**src/rtl/nla_fp_pkg.sv**
```systemverilog
// Shared FP32 constants and types for the NonLinearApprox FP datapath.
package nla_fp_pkg;

    localparam int unsigned FP_W      = 32;
    localparam int unsigned FP_EXP_W  = 8;
    localparam int unsigned FP_MAN_W  = 23;
    localparam int unsigned TAG_W_DEF = 4;

    localparam logic [FP_W-1:0] FP32_ONE   = 32'h3F800000;
    localparam logic [FP_W-1:0] FP32_TWO   = 32'h40000000;
    localparam logic [FP_W-1:0] FP32_THREE = 32'h40400000;
    localparam logic [FP_W-1:0] FP32_QNAN  = 32'h7FC00000;

    typedef enum logic {
        OP_ADD = 1'b0,
        OP_SUB = 1'b1
    } op_mode_e;

endpackage

```
**src/rtl/Addsub_32.sv**
```systemverilog
// Combinational FP32 add/subtract, round-to-nearest-even; subnormals flush to zero.
module Addsub_32
    import nla_fp_pkg::*;
(
    input  logic [31:0] a,
    input  logic [31:0] b,
    input  logic        mode,
    output logic [31:0] result
);

    logic              sb_eff, swap, sl, ss, rnd;
    logic              a_nan, b_nan, a_inf, b_inf;
    logic [30:0]       xl, xs;
    logic [7:0]        el, es, d;
    logic [23:0]       ml, ms;
    logic [49:0]       ms_w;
    logic [26:0]       al_s, norm;
    logic [27:0]       sum;
    logic [4:0]        lz;
    logic signed [9:0] e_n;
    logic [24:0]       mant;
    logic [22:0]       frac;

    always_comb begin
        sb_eff = b[31] ^ (mode == OP_SUB);
        a_nan  = (&a[30:23]) & (|a[22:0]);
        b_nan  = (&b[30:23]) & (|b[22:0]);
        a_inf  = (&a[30:23]) & ~(|a[22:0]);
        b_inf  = (&b[30:23]) & ~(|b[22:0]);

        swap = b[30:0] > a[30:0];
        sl   = swap ? sb_eff : a[31];
        ss   = swap ? a[31] : sb_eff;
        xl   = swap ? b[30:0] : a[30:0];
        xs   = swap ? a[30:0] : b[30:0];
        el   = xl[30:23];
        es   = xs[30:23];
        ml   = (el == 8'd0) ? '0 : {1'b1, xl[22:0]};
        ms   = (es == 8'd0) ? '0 : {1'b1, xs[22:0]};
        d    = el - es;

        // Align the smaller operand keeping guard, round and a sticky bit
        ms_w = {ms, 26'b0} >> d;
        al_s = (d > 8'd49) ? {26'b0, |ms} : {ms_w[49:24], |ms_w[23:0]};
        sum  = (sl == ss) ? ({1'b0, ml, 3'b0} + {1'b0, al_s})
                          : ({1'b0, ml, 3'b0} - {1'b0, al_s});

        lz = '0;
        for (int unsigned i = 0; i < 27; i++) begin
            if (sum[i]) lz = 5'(26 - i);
        end

        if (sum[27]) begin
            norm = {sum[27:2], sum[1] | sum[0]};
            e_n  = $signed({2'b0, el}) + 10'sd1;
        end else begin
            norm = sum[26:0] << lz;
            e_n  = $signed({2'b0, el}) - $signed({5'b0, lz});
        end

        rnd  = norm[2] & (norm[3] | norm[1] | norm[0]);
        mant = {1'b0, norm[26:3]} + {24'b0, rnd};
        frac = mant[24] ? mant[23:1] : mant[22:0];
        if (mant[24]) e_n = e_n + 10'sd1;

        if (a_nan || b_nan || (a_inf && b_inf && (a[31] != sb_eff))) begin
            result = FP32_QNAN;
        end else if (a_inf) begin
            result = {a[31], 8'hFF, 23'b0};
        end else if (b_inf) begin
            result = {sb_eff, 8'hFF, 23'b0};
        end else if (sum == '0) begin
            result = {sl & ss, 31'b0};
        end else if (e_n >= 10'sd255) begin
            result = {sl, 8'hFF, 23'b0};
        end else if (e_n <= 10'sd0) begin
            result = {sl, 31'b0};
        end else begin
            result = {sl, e_n[7:0], frac};
        end
    end

endmodule

```
**src/rtl/fp_rr_arbiter.sv**
```systemverilog
// Round-robin one-hot arbiter; owns the rotating priority pointer.
module fp_rr_arbiter #(
    parameter int unsigned  N  = 4,
    localparam int unsigned IW = (N > 1) ? $clog2(N) : 1
) (
    input  logic          clk,
    input  logic          rst,
    input  logic [N-1:0]  req,
    input  logic          en,
    output logic [N-1:0]  grant,
    output logic [IW-1:0] grant_idx,
    output logic          any
);

    logic [IW-1:0] ptr_q, ptr_d, idx;
    logic          found;

    always_comb begin
        grant     = '0;
        grant_idx = '0;
        found     = 1'b0;
        ptr_d     = ptr_q;
        idx       = '0;
        any       = |req;
        for (int unsigned k = 0; k < N; k++) begin
            idx = IW'((32'(ptr_q) + k) % N);
            if (en && !rst && !found && req[idx]) begin
                found      = 1'b1;
                grant[idx] = 1'b1;
                grant_idx  = idx;
                ptr_d      = IW'((32'(idx) + 1) % N);
            end
        end
    end

    always_ff @(posedge clk) begin
        if (rst) ptr_q <= '0;
        else     ptr_q <= ptr_d;
    end

endmodule

```
**src/rtl/fp_addsub_arbiter.sv**
```systemverilog
// Shares one Addsub_32 among NUM_REQ requesters: RR grant -> S1 operands -> S2 result.
module fp_addsub_arbiter
    import nla_fp_pkg::*;
#(
    parameter int unsigned  NUM_REQ = 4,
    parameter int unsigned  WIDTH   = FP_W,
    parameter int unsigned  TAG_W   = TAG_W_DEF,
    localparam int unsigned ID_W    = $clog2(NUM_REQ)
) (
    input  logic                     clk_n,
    input  logic                     rst_n,
    input  logic [NUM_REQ-1:0]       req_valid,
    output logic [NUM_REQ-1:0]       req_ready,
    input  logic [NUM_REQ-1:0]       req_mode,
    input  logic [NUM_REQ*WIDTH-1:0] req_a,
    input  logic [NUM_REQ*WIDTH-1:0] req_b,
    input  logic [NUM_REQ*TAG_W-1:0] req_tag,
    output logic                     rsp_valid,
    input  logic                     rsp_ready,
    output logic [ID_W-1:0]          rsp_id,
    output logic [TAG_W-1:0]         rsp_tag,
    output logic [WIDTH-1:0]         rsp_result
);

    logic             s1_en, s2_en, any_req;
    logic [ID_W-1:0]  gidx;
    logic [WIDTH-1:0] s1_res;

    logic             s1_valid_q, s1_mode_q;
    logic [WIDTH-1:0] s1_a_q, s1_b_q;
    logic [ID_W-1:0]  s1_id_q;
    logic [TAG_W-1:0] s1_tag_q;

    logic             s2_valid_q;
    logic [WIDTH-1:0] s2_res_q;
    logic [ID_W-1:0]  s2_id_q;
    logic [TAG_W-1:0] s2_tag_q;

    assign s2_en = !s2_valid_q || rsp_ready;
    assign s1_en = !s1_valid_q || s2_en;

    fp_rr_arbiter #(.N(NUM_REQ)) u_arb (
        .clk       (clk_n),
        .rst       (rst_n),
        .req       (req_valid),
        .en        (s1_en),
        .grant     (req_ready),
        .grant_idx (gidx),
        .any       (any_req)
    );

    Addsub_32 u_addsub (
        .a      (s1_a_q),
        .b      (s1_b_q),
        .mode   (s1_mode_q),
        .result (s1_res)
    );

    always_ff @(posedge clk_n) begin
        if (rst_n) begin
            s1_valid_q <= 1'b0;
            s1_mode_q  <= 1'b0;
            s1_a_q     <= '0;
            s1_b_q     <= '0;
            s1_id_q    <= '0;
            s1_tag_q   <= '0;
        end else if (s1_en) begin
            s1_valid_q <= any_req;
            if (any_req) begin
                s1_mode_q <= req_mode[gidx];
                s1_a_q    <= req_a[32'(gidx)*WIDTH +: WIDTH];
                s1_b_q    <= req_b[32'(gidx)*WIDTH +: WIDTH];
                s1_id_q   <= gidx;
                s1_tag_q  <= req_tag[32'(gidx)*TAG_W +: TAG_W];
            end
        end
    end

    // Payload only updates on a real transfer so idle outputs stay quiet
    always_ff @(posedge clk_n) begin
        if (rst_n) begin
            s2_valid_q <= 1'b0;
            s2_res_q   <= '0;
            s2_id_q    <= '0;
            s2_tag_q   <= '0;
        end else if (s2_en) begin
            s2_valid_q <= s1_valid_q;
            if (s1_valid_q) begin
                s2_res_q <= s1_res;
                s2_id_q  <= s1_id_q;
                s2_tag_q <= s1_tag_q;
            end
        end
    end

    assign rsp_valid  = s2_valid_q;
    assign rsp_id     = s2_id_q;
    assign rsp_tag    = s2_tag_q;
    assign rsp_result = s2_res_q;

endmodule

```
**config.mk**
```make
export PLATFORM = sky130hd
export DESIGN_NAME = fp_addsub_arbiter
export DESIGN_NICKNAME = d
export VERILOG_FILES = /design/src/rtl/nla_fp_pkg.sv /design/src/rtl/Addsub_32.sv /design/src/rtl/fp_rr_arbiter.sv /design/src/rtl/fp_addsub_arbiter.sv
export SDC_FILE = /design/constraint.sdc
export NUM_CORES = 1
export LEC_CHECK = 0
export BUFFER_PORTS_ARGS = -buffer_cell sky130_fd_sc_hd__buf_2
export CORE_MARGIN = 4
export CORE_UTILIZATION = 45
export CTS_BUF_LIST = sky130_fd_sc_hd__clkbuf_16
export CTS_CLUSTER_DIAMETER = 30
export DETAILED_ROUTE_END_ITERATION = 8
export PLACE_DENSITY_LB_ADDON = 0.2
export SLEW_MARGIN = 20
export SYNTH_ARGS = -nofsm -noshare
export SYNTH_HDL_FRONTEND = slang
export SYNTH_HIERARCHICAL = 1
export SYNTH_SLANG_ARGS = --single-unit
```
**constraint.sdc**
```tcl
create_clock -name clk_n -period 15.37 [get_ports clk_n]
set_clock_uncertainty 0.2 [all_clocks]
set_input_delay 2.3055 -clock clk_n [delete_from_list [all_inputs] [get_ports clk_n]]
set_output_delay 2.3055 -clock clk_n [all_outputs]
set_load 0.02 [all_outputs]
```
After elaboration in Yosys (flattened, before gate mapping) --
Cells that the tools add are included.
Word-level totals: register bits 113, bits in latches 0, memory bits (writable) 0, ROM bits 0, input bits 283, memories kept 0
Operators by class: add/subtract/negate cells 13, multipliers 0, divide/modulo/power cells 0, order comparisons 13, equality and inequality tests 2, shift-type cells 5, mux-type cells 78, bitwise gates (word level) 15, reduce and logical (&&, ||, !) cells 37
Operator list (count):
- indexed part select 128 x 8 -> 32 bit | 2
- 2-to-1 mux 5 bit | 27
- 2-to-1 mux 32 bit | 4
- 2-to-1 mux 31 bit | 4
- 2-to-1 mux 27 bit | 2
- >> shifter 50 x 8 -> 50 bit | 1
- 2-to-1 mux 24 bit | 2
- OR reduction 24 bit | 2
- OR reduction 23 bit | 2
- greater-than comparator 31 bit | 1
- adder 27 x 27 -> 28 bit | 1
- logical NOT 28 bit | 1
- 2-to-1 mux 28 bit | 1
- subtractor 27 x 27 -> 28 bit | 1
- << shifter 27 x 5 -> 27 bit | 1
- adder 24 x 1 -> 25 bit | 1
- 2-to-1 mux 23 bit | 1
- 2-to-1 mux 10 bit | 2
- logical NOT 8 bit | 2
- 2-to-1 mux 2 bit | 8
- 2-to-1 mux 4 bit | 4
- AND reduction 8 bit | 2
- indexed part select 16 x 5 -> 4 bit | 1
- < comparator 2 x 3 -> 1 bit (second input constant) | 5
- 26 further kinds | 85

Logic depth before layout (Yosys ltp) --
Gate-level depths: netlist of the first run.
depth in word-level cells 50, gate-level depth with buffers 71, depth with buffers taken out 59

Modules after synthesis --
Netlist of the first run, hierarchy kept.
By module, submodules not included:
- Addsub_32 | times used 1, cells each 2034, area each 13181.4 um^2
- fp_addsub_arbiter | times used 1, cells each 430, area each 5271.3 um^2
- fp_rr_arbiter | times used 1, cells each 77, area each 611.8 um^2

Worst setup path before layout of the first run --
Ideal clock, no wire load.
path type register to register, start register s1_a_q[26], end register s2_res_q[5] (netlist: rsp_result[5]), arrival 12218 ps, path slack 2882 ps, stages on the path, launching flop included 67, path through dfxtp_1 -> inv_1 -> ha_1 -> buf_4 -> inv_1 -> nor4_4 -> nand3_1 -> o21a_1 -> buf_4 -> o21ai_4 -> buf_6 -> buf_4 -> buf_4 -> a21boi_0 -> ha_1 -> clkbuf_1 -> buf_2 -> buf_2 -> [31 not listed] -> buf_6 -> inv_4 -> buf_4 -> fa_1 -> a21o_1 -> a21oi_1 -> nand2b_1 -> a31oi_1 -> nor3_1 -> nand3_1 -> nor4_1 -> xor2_1 -> a211oi_1 -> or4_4 -> buf_6 -> nor4_2 -> nand3_1 -> a21oi_1
Between the ends: word-level cells in the longest chain between the ends 50
RTL lines:
- from (decl) | RTL line fp_addsub_arbiter.sv:30 | logic [WIDTH-1:0] s1_a_q, s1_b_q;
- from (signal assigned) | RTL line fp_addsub_arbiter.sv:71 | s1_a_q <= req_a[32'(gidx)*WIDTH +: WIDTH];
- parallel branches: the longest is 49 deep, another holds greater-than comparator 31 bit
- 2-to-1 mux 32 bit * | RTL line Addsub_32.sv:66 | if (a_nan || b_nan || (a_inf && b_inf && (a[31] != sb_eff))) begin
- via s1_res[5] | RTL line fp_addsub_arbiter.sv:27 | logic [WIDTH-1:0] s1_res;
- to (signal assigned) | RTL line fp_addsub_arbiter.sv:89 | s2_res_q <= s1_res;
- to (decl) | RTL line fp_addsub_arbiter.sv:35 | logic [WIDTH-1:0] s2_res_q;
Mark *: on every way through the listed nets, which the timed path passes. A chain may end at the register's enable or synchronous reset.

Worst setup path in the final report of the first run --
start register s1_a_q[22], end register s2_res_q[9] (netlist: rsp_result[9])
The elaborated chain is that of the path after synthesis.

==> impl_results.md, run 1 <==
* Area of all placed cells without fillers at 0.0216 mm^2
* Least-Margin Pin Slew at 1200 ps
* Total nets after synthesis at 2,921
* Final-report setup violation count at 0
* Worst setup SP type: flop
* Row count at 75
* Data arrival at the endpoint of the critical path at 14,570 ps
* Accumulated negative setup slack at 0 ps
* DRC errors left at 0
* Count of nets after finishing at 3,140
* Max Root-Sink Buffers at 2
* Longest individual stage delay on the worst path at 580 ps
* Gr ovfl total at 0
* Post-synthesis sequential element count at 113
* Relative slew slack at 0.197
* Level count of the clock H-tree at 4
* Instance area after placement at 0.0209 mm^2
* First-iteration detailed-routing DRC count at 2,757
* Pin count of the biggest net entering global routing at 83
* Kind of end point of the critical path: flop
* Die area at 0.0457 mm^2
* Area Growth Syn to Fin at 13.4%
* Number of vias in the routed layout at 22,138
* Setup Crit Path Kind: flop to flop
* Slowest-stage cell, CP: or4_4
* Boundary pin count at 326
* Number of sinks handled by clock tree synthesis at 113
* Final wirelength at 80,300 um
* Worst EP required at 15,530 ps
* Most used DFF post-synth: dfxtp_1
* Final Core Density at 0.515
* Fraction of the yosys area taken by sequential cells at 0.119
* Wire length of the first global-routing pass at 121,000 um
* Fraction of final layout cells sized beyond drive strength 1 at 0.223
* Worst path most repeated cell: o21ai_0
* Setup repair after global routing missed its margin: no
* Worst Hold Endpoint: rsp_result[16]
* Max Clk Rate at 69.4 MHz
* Internal reg-to-reg setup slack at 960 ps
* CTS Root Buffer Type: clkbuf_16
* Y dimension of the die at 214 um
* Top library cells by usage in the layout, fill and taps aside: buf_2 (325), nor2_1 (236), nand2_1 (210)
* Half-perimeter wire length after detailed placement at 64,300 um
* Crit path time final at 14,410 ps
* Area inside the core boundary at 0.0419 mm^2
* Number of hold buffers added after cts at 0
* Most common cell after layout, fill and taps aside: buf_2
* Initial cell density of the core at 0.454
* Worst-path maximum fanout at 22
* Initial antenna violation count at 6
* Drt first pass iters at 8
* Number of flops mapped to enable cells by yosys at 0
* Post-synthesis average cell area at 7.50 um^2
* Placer's final routability congestion estimate at 1.01
* Max capacitance violation total at 0
* Final Hold Vio Count at 0
* Number of filler instances in the final layout at 4,164
* Worst reg2reg path depth at 52
* Post-Synthesis Cell Area at 0.0191 mm^2
* Port Buffers at 325
* Hold crit path type: flop to flop
* Clock tree from TritonCTS: yes
* Global-route usage over all layers at 0.336
* Via density per instance at 6.67
* Synth Warn # at 6
* Final critical-path share of the clock period at 0.937
* Gate Count Post-Synth at 2,541
* Vias in the first global route at 20,961
* Residual antenna-violating net count after detailed routing at 0
* Clock edge transition at the registers on the reported setup and hold paths at 60 ps
* Worst R2R End: rsp_result[9]
* Outcome: finished, final reports clean
* Critical R2R Launch: s1_a_q[22]
* Final number of max-transition violations at 0
* Number of CTS-inserted buffers at 17
* Worst-skew pair later-pin latency at 430 ps
* Share of synthesized registers carrying an async set or reset at 0
* Worst hold stages at 2
* Cell count after placement at 3,271
* Hold path start: rsp_result[16]
* Non-Filler Instances at 3,318
* Horizontal die dimension at 214 um
* Synth cell types at 126
* WL per Instance at 24.2 um
[critical path, delay by kind of cell (launching register included)]
| kind | cells | cell delay (ps) |
|---|---|---|
| buffers and inverters | 4 | 1110 |
| adders and majority gates | 3 | 1070 |
| and+or+nand+nor | 21 | 5600 |
| xor gates and xnor gates | 1 | 220 |
| DFF | 1 | 470 |
| AOI/OAI and AO/OA | 22 | 5480 |
| muxes | 1 | 120 |
[cell usage after synthesis (all sizes together), types with 9 or more instances]
| library cell | instances | area (um^2) |
|---|---|---|
| ha | 95 | 1190 |
| and2 | 25 | 156 |
| a221oi | 14 | 141 |
| nand2 | 211 | 795 |
| a211o | 13 | 114 |
| nor4 | 58 | 479 |
| a221o | 9 | 90.1 |
| clkbuf | 90 | 338 |
| nor2b | 21 | 131 |
| mux2 | 31 | 353 |
| nand2b | 25 | 156 |
| o22ai | 15 | 100 |
| inv | 113 | 427 |
| a21oi | 208 | 1060 |
| a211oi | 50 | 425 |
| o31ai | 24 | 213 |
| o21ai | 178 | 910 |
| mux4 | 75 | 1690 |
| a2111oi | 10 | 121 |
| or3 | 24 | 150 |
| a22oi | 10 | 75.1 |
| nand3 | 112 | 566 |
| o21a | 30 | 225 |
| nand4 | 38 | 257 |
| nor2 | 242 | 938 |
| and3 | 20 | 125 |
| a21o | 41 | 308 |
| xnor2 | 47 | 412 |
| o211a | 11 | 118 |
| a31oi | 33 | 206 |
| xor2 | 29 | 254 |
| nand3b | 11 | 90.1 |
| dfxtp | 113 | 2260 |
| o211ai | 40 | 305 |
| mux2i | 79 | 791 |
| buf | 90 | 534 |
| or2 | 11 | 68.8 |
| a22o | 74 | 648 |
| a31o | 11 | 96.4 |
| o311ai | 9 | 111 |
| o21bai | 9 | 75.1 |
| nor3 | 73 | 392 |
| or4 | 12 | 93.8 |
[worst max-delay path by stage]
stage | depth (start not counted) | end | slack [ps] | startpoint
floorplan | 66 | rsp_result[5] | 2880 | s1_a_q[26]
global placement | 51 | rsp_result[3] | 730 | s1_a_q[26]
detailed placement | 52 | rsp_result[9] | 510 | s1_a_q[26]
CTS | 52 | rsp_result[9] | 420 | s1_a_q[26]
global route | 54 | rsp_result[9] | 0.7 | s1_a_q[22]
finish | 52 | rsp_result[9] | 960 | s1_a_q[22]
[final cells by class]
| type | count | area, um^2 | area share |
|---|---|---|---|
| Multi-Input combinational cell | 2135 | 15600 | 0.722 |
| Sequential cell | 113 | 2260 | 0.105 |
| Timing Repair Buffer | 380 | 2060 | 0.0955 |
| Tap cell | 539 | 674 | 0.0312 |
| Inverter | 113 | 430 | 0.0199 |
| Clock buffer | 17 | 425 | 0.0197 |
| Clock inverter | 15 | 134 | 0.00619 |
| Antenna cell | 6 | 15.0 | 0.000694 |
[stage by stage]
| step | hold WS, ps | setup WS (ps) |
|---|---|---|
| global route | 296 | 0.680 |
| floorplan | 240 | 2880 |
| finish | 274 | 965 |
| global placement | 259 | 730 |
| CTS | 276 | 423 |
| detailed placement | 267 | 510 |
[metal layers]
metal / track usage / part of all wire / vias to the layer above / routed length, um
met5: 0 / 0 / - / 0
met4: 0.178 / 0.059 / 0 / 4720
met3: 0.0550 / 0.082 / 224 / 6570
met2: 0.549 / 0.46 / 1250 / 37200
met1: 0.426 / 0.40 / 10497 / 31900
li1: - / - / 10167 / -
[kinds of logic (layout without fill, tap and decap cells)]
| group | count (synthesis) | in the layout | share of synthesized area |
|---|---|---|---|
| flip-flops | 113 | 113 | 0.119 |
| other | 0 | 6 | 0 |
| adder cells (fa/ha/maj) | 97 | 97 | 0.0644 |
| AND/OR/NAND/NOR | 902 | 902 | 0.240 |
| multiplexers | 185 | 185 | 0.149 |
| XOR/XNOR | 77 | 77 | 0.0361 |
| AO/OA/AOI/OAI | 874 | 874 | 0.324 |
| buffers and inverters | 293 | 525 | 0.0681 |
[state kept, by name, summed over array words and instances, names as in the netlist]
signal and cells:
rsp_id 2, rsp_result 32, rsp_tag 4, rsp_valid 1
s1_a_q 32, s1_b_q 32, s1_id_q 2, s1_mode_q 1
s1_tag_q 4, s1_valid_q 1, u_arb/ptr_q 2
[what timing repair did]
| item | in CTS | in global routing |
|---|---|---|
| hold endpoints to repair | 0 | 0 |
| resized for setup | 0 | 11 |
| endpoints found under the setup margin | 0 | 31 |
| setup buffers | 0 | 9 |
Power of run 1 is not shown: default switching activity piles up to over one toggle a cycle in this logic, so the estimate is an artifact.
==> inputs of run 2 (changes only) <==
MAX_ROUTING_LAYER = met4   (was default)
==> impl_results.md, run 2 (synthesis results as in run 1) <==
* Worst-skew pair later-pin latency at 420 ps (about the same)
* Data arrival at the endpoint of the critical path at 14,590 ps (+20 ps)
* Number of vias in the routed layout at 21,939 (-0.90%)
* Minimum setup slack in the final design at 934 ps (-30.8 ps)
* Area Growth Syn to Fin at 13.0%
* Max Root-Sink Buffers at 2 (unchanged)
* Internal reg-to-reg setup slack at 930 ps (-30 ps)
* Final critical-path share of the clock period at 0.939 (+0.00200)
* Accumulated negative setup slack at 0 ps (unchanged)
* Number of sinks handled by clock tree synthesis at 113 (unchanged)
* Final-report setup violation count at 0 (unchanged)
* WL per Instance at 24.9 um (+2.9%)
* Most common cell after layout, fill and taps aside: buf_2
* Relative slew slack at 0.289 (+0.0924)
* Residual antenna-violating net count after detailed routing at 0 (unchanged)
* Pin count of the biggest net entering global routing at 101 (+22%)
* Final wirelength at 82,400 um (+2.6%)
* Worst setup SP type: flop
* Count of nets after finishing at 3,133 (-0.22%)
* Longest individual stage delay on the worst path at 670 ps (+90 ps)
* Half-perimeter wire length after detailed placement at 66,200 um (+2.9%)
* First-iteration detailed-routing DRC count at 2,119 (-23%)
* Max Clk Rate at 69.3 MHz (-0.21%)
* Number of filler instances in the final layout at 4,245 (+1.9%)
* CTS Root Buffer Type: clkbuf_16
* Vias in the first global route at 20,734 (-1.1%)
* Drt first pass iters at 6 (-2)
* Wire length of the first global-routing pass at 124,000 um (+2.0%)
* Port Buffers at 325 (unchanged)
* Non-Filler Instances at 3,308 (-0.30%)
* Setup Crit Path Kind: flop to flop
* Crit path time final at 14,440 ps (+30.8 ps)
* Via density per instance at 6.63 (-0.60%)
* Hold crit path type: flop to flop
* Initial cell density of the core at 0.454 (unchanged)
* Kind of end point of the critical path: flop
* Multi-input gate area in the final layout at 0.0156 mm^2 (-0.24%)
* Y dimension of the die at 214 um (unchanged)
* Clock tree from TritonCTS: yes
* Die area at 0.0457 mm^2 (unchanged)
* Boundary pin count at 326 (unchanged)
* Outcome: finished, final reports clean
* Row count at 75 (unchanged)
* Clock edge transition at the registers on the reported setup and hold paths at 60 ps (about the same)
* Cell count after placement at 3,273 (+0.061%)
* Number of CTS-inserted buffers at 17 (unchanged)
* Horizontal die dimension at 214 um (unchanged)
* DRC errors left at 0 (unchanged)
* Level count of the clock H-tree at 4 (unchanged)
* Placer's final routability congestion estimate at 1.01 (-0.76%)
* Gr ovfl total at 0 (unchanged)
* Global-route usage over all layers at 0.356 (+0.0203)
* Top library cells by usage in the layout, fill and taps aside: buf_2 (325), nor2_1 (236), nand2_1 (210)
* Worst EP required at 15,530 ps (about the same)
* Final Hold Vio Count at 0 (unchanged)
* Area inside the core boundary at 0.0419 mm^2 (unchanged)
* Worst path most repeated cell: a21oi_1
* Max capacitance violation total at 0 (unchanged)
* Final number of max-transition violations at 0 (unchanged)
* Least-Margin Pin Slew at 1060 ps (-136 ps)
* Worst-path maximum fanout at 38 (+73%)
* Worst slack at placement at 1050 ps (+537 ps)
* Slowest-stage cell, CP: a21o_1
* Initial antenna violation count at 6 (unchanged)
* Fraction of final layout cells sized beyond drive strength 1 at 0.218 (-0.00522)
* Storage cell area at 0.00226 mm^2 (unchanged)
* Setup repair after global routing missed its margin: no
==> run 2: worst paths after layout <==
| path | start | end | cells after the start |
|---|---|---|---|
| worst max-delay path | s1_a_q[26] | rsp_result[9] | 57 |
| worst min-delay path | rsp_result[17] | rsp_result[17] | 2 |
| worst max register to register | s1_a_q[26] | rsp_result[9] | 57 |
| worst min register to register | rsp_result[17] | rsp_result[17] | 2 |
==> run 2: layer usage <==
metal / wire, um / up-vias / GRT usage / part of all wire
li1: - / 10156 / - / -
met3: 5930 / 198 / 0.0490 / 0.072
met4: 4520 / 0 / 0.162 / 0.055
met5: 0 / - / - / 0
met2: 38400 / 1114 / 0.568 / 0.47
met1: 33600 / 10471 / 0.450 / 0.41
==> run 2: repair_timing <==
action	4_1_cts	5_1_grt
resized for setup	0	2
setup endpoints to repair	0	22
setup buffers	0	0
hold buffers	0	0
==> run 2: worst max-delay path: cells and delay by family (launching register included) <==
family / cells / cell delay [ps]
AO/OA/AOI/OAI: 26 / 6010
AND/OR/NAND/NOR: 19 / 4110
adder cells (fa/ha/maj): 4 / 1760
buffers and inverters: 5 / 1090
XOR/XNOR: 2 / 490
flip-flops: 1 / 440
multiplexers: 1 / 230
==> run 2: layout make-up <==
class | instances | area share
diodes | 3 | 0.000348
clock buffers | 17 | 0.0197
clock inverters | 15 | 0.00807
inverters | 113 | 0.0198
multi-input cells | 2135 | 0.723
flip-flops and latches | 113 | 0.105
well taps | 539 | 0.0313
repair buffers | 373 | 0.0928
==> run 2: through the flow <==
stage           util  instance area [um^2]  hold slack [ps]
6_report       0.514                 21500              267
5_1_grt        0.514                 21500              288
4_1_cts        0.513                 21500              272
3_5_place_dp   0.499                 20900              265
3_3_place_gp   0.499                 20900              256
2_1_floorplan      -                 19100              240
Power of run 2 is left out for the same reason.
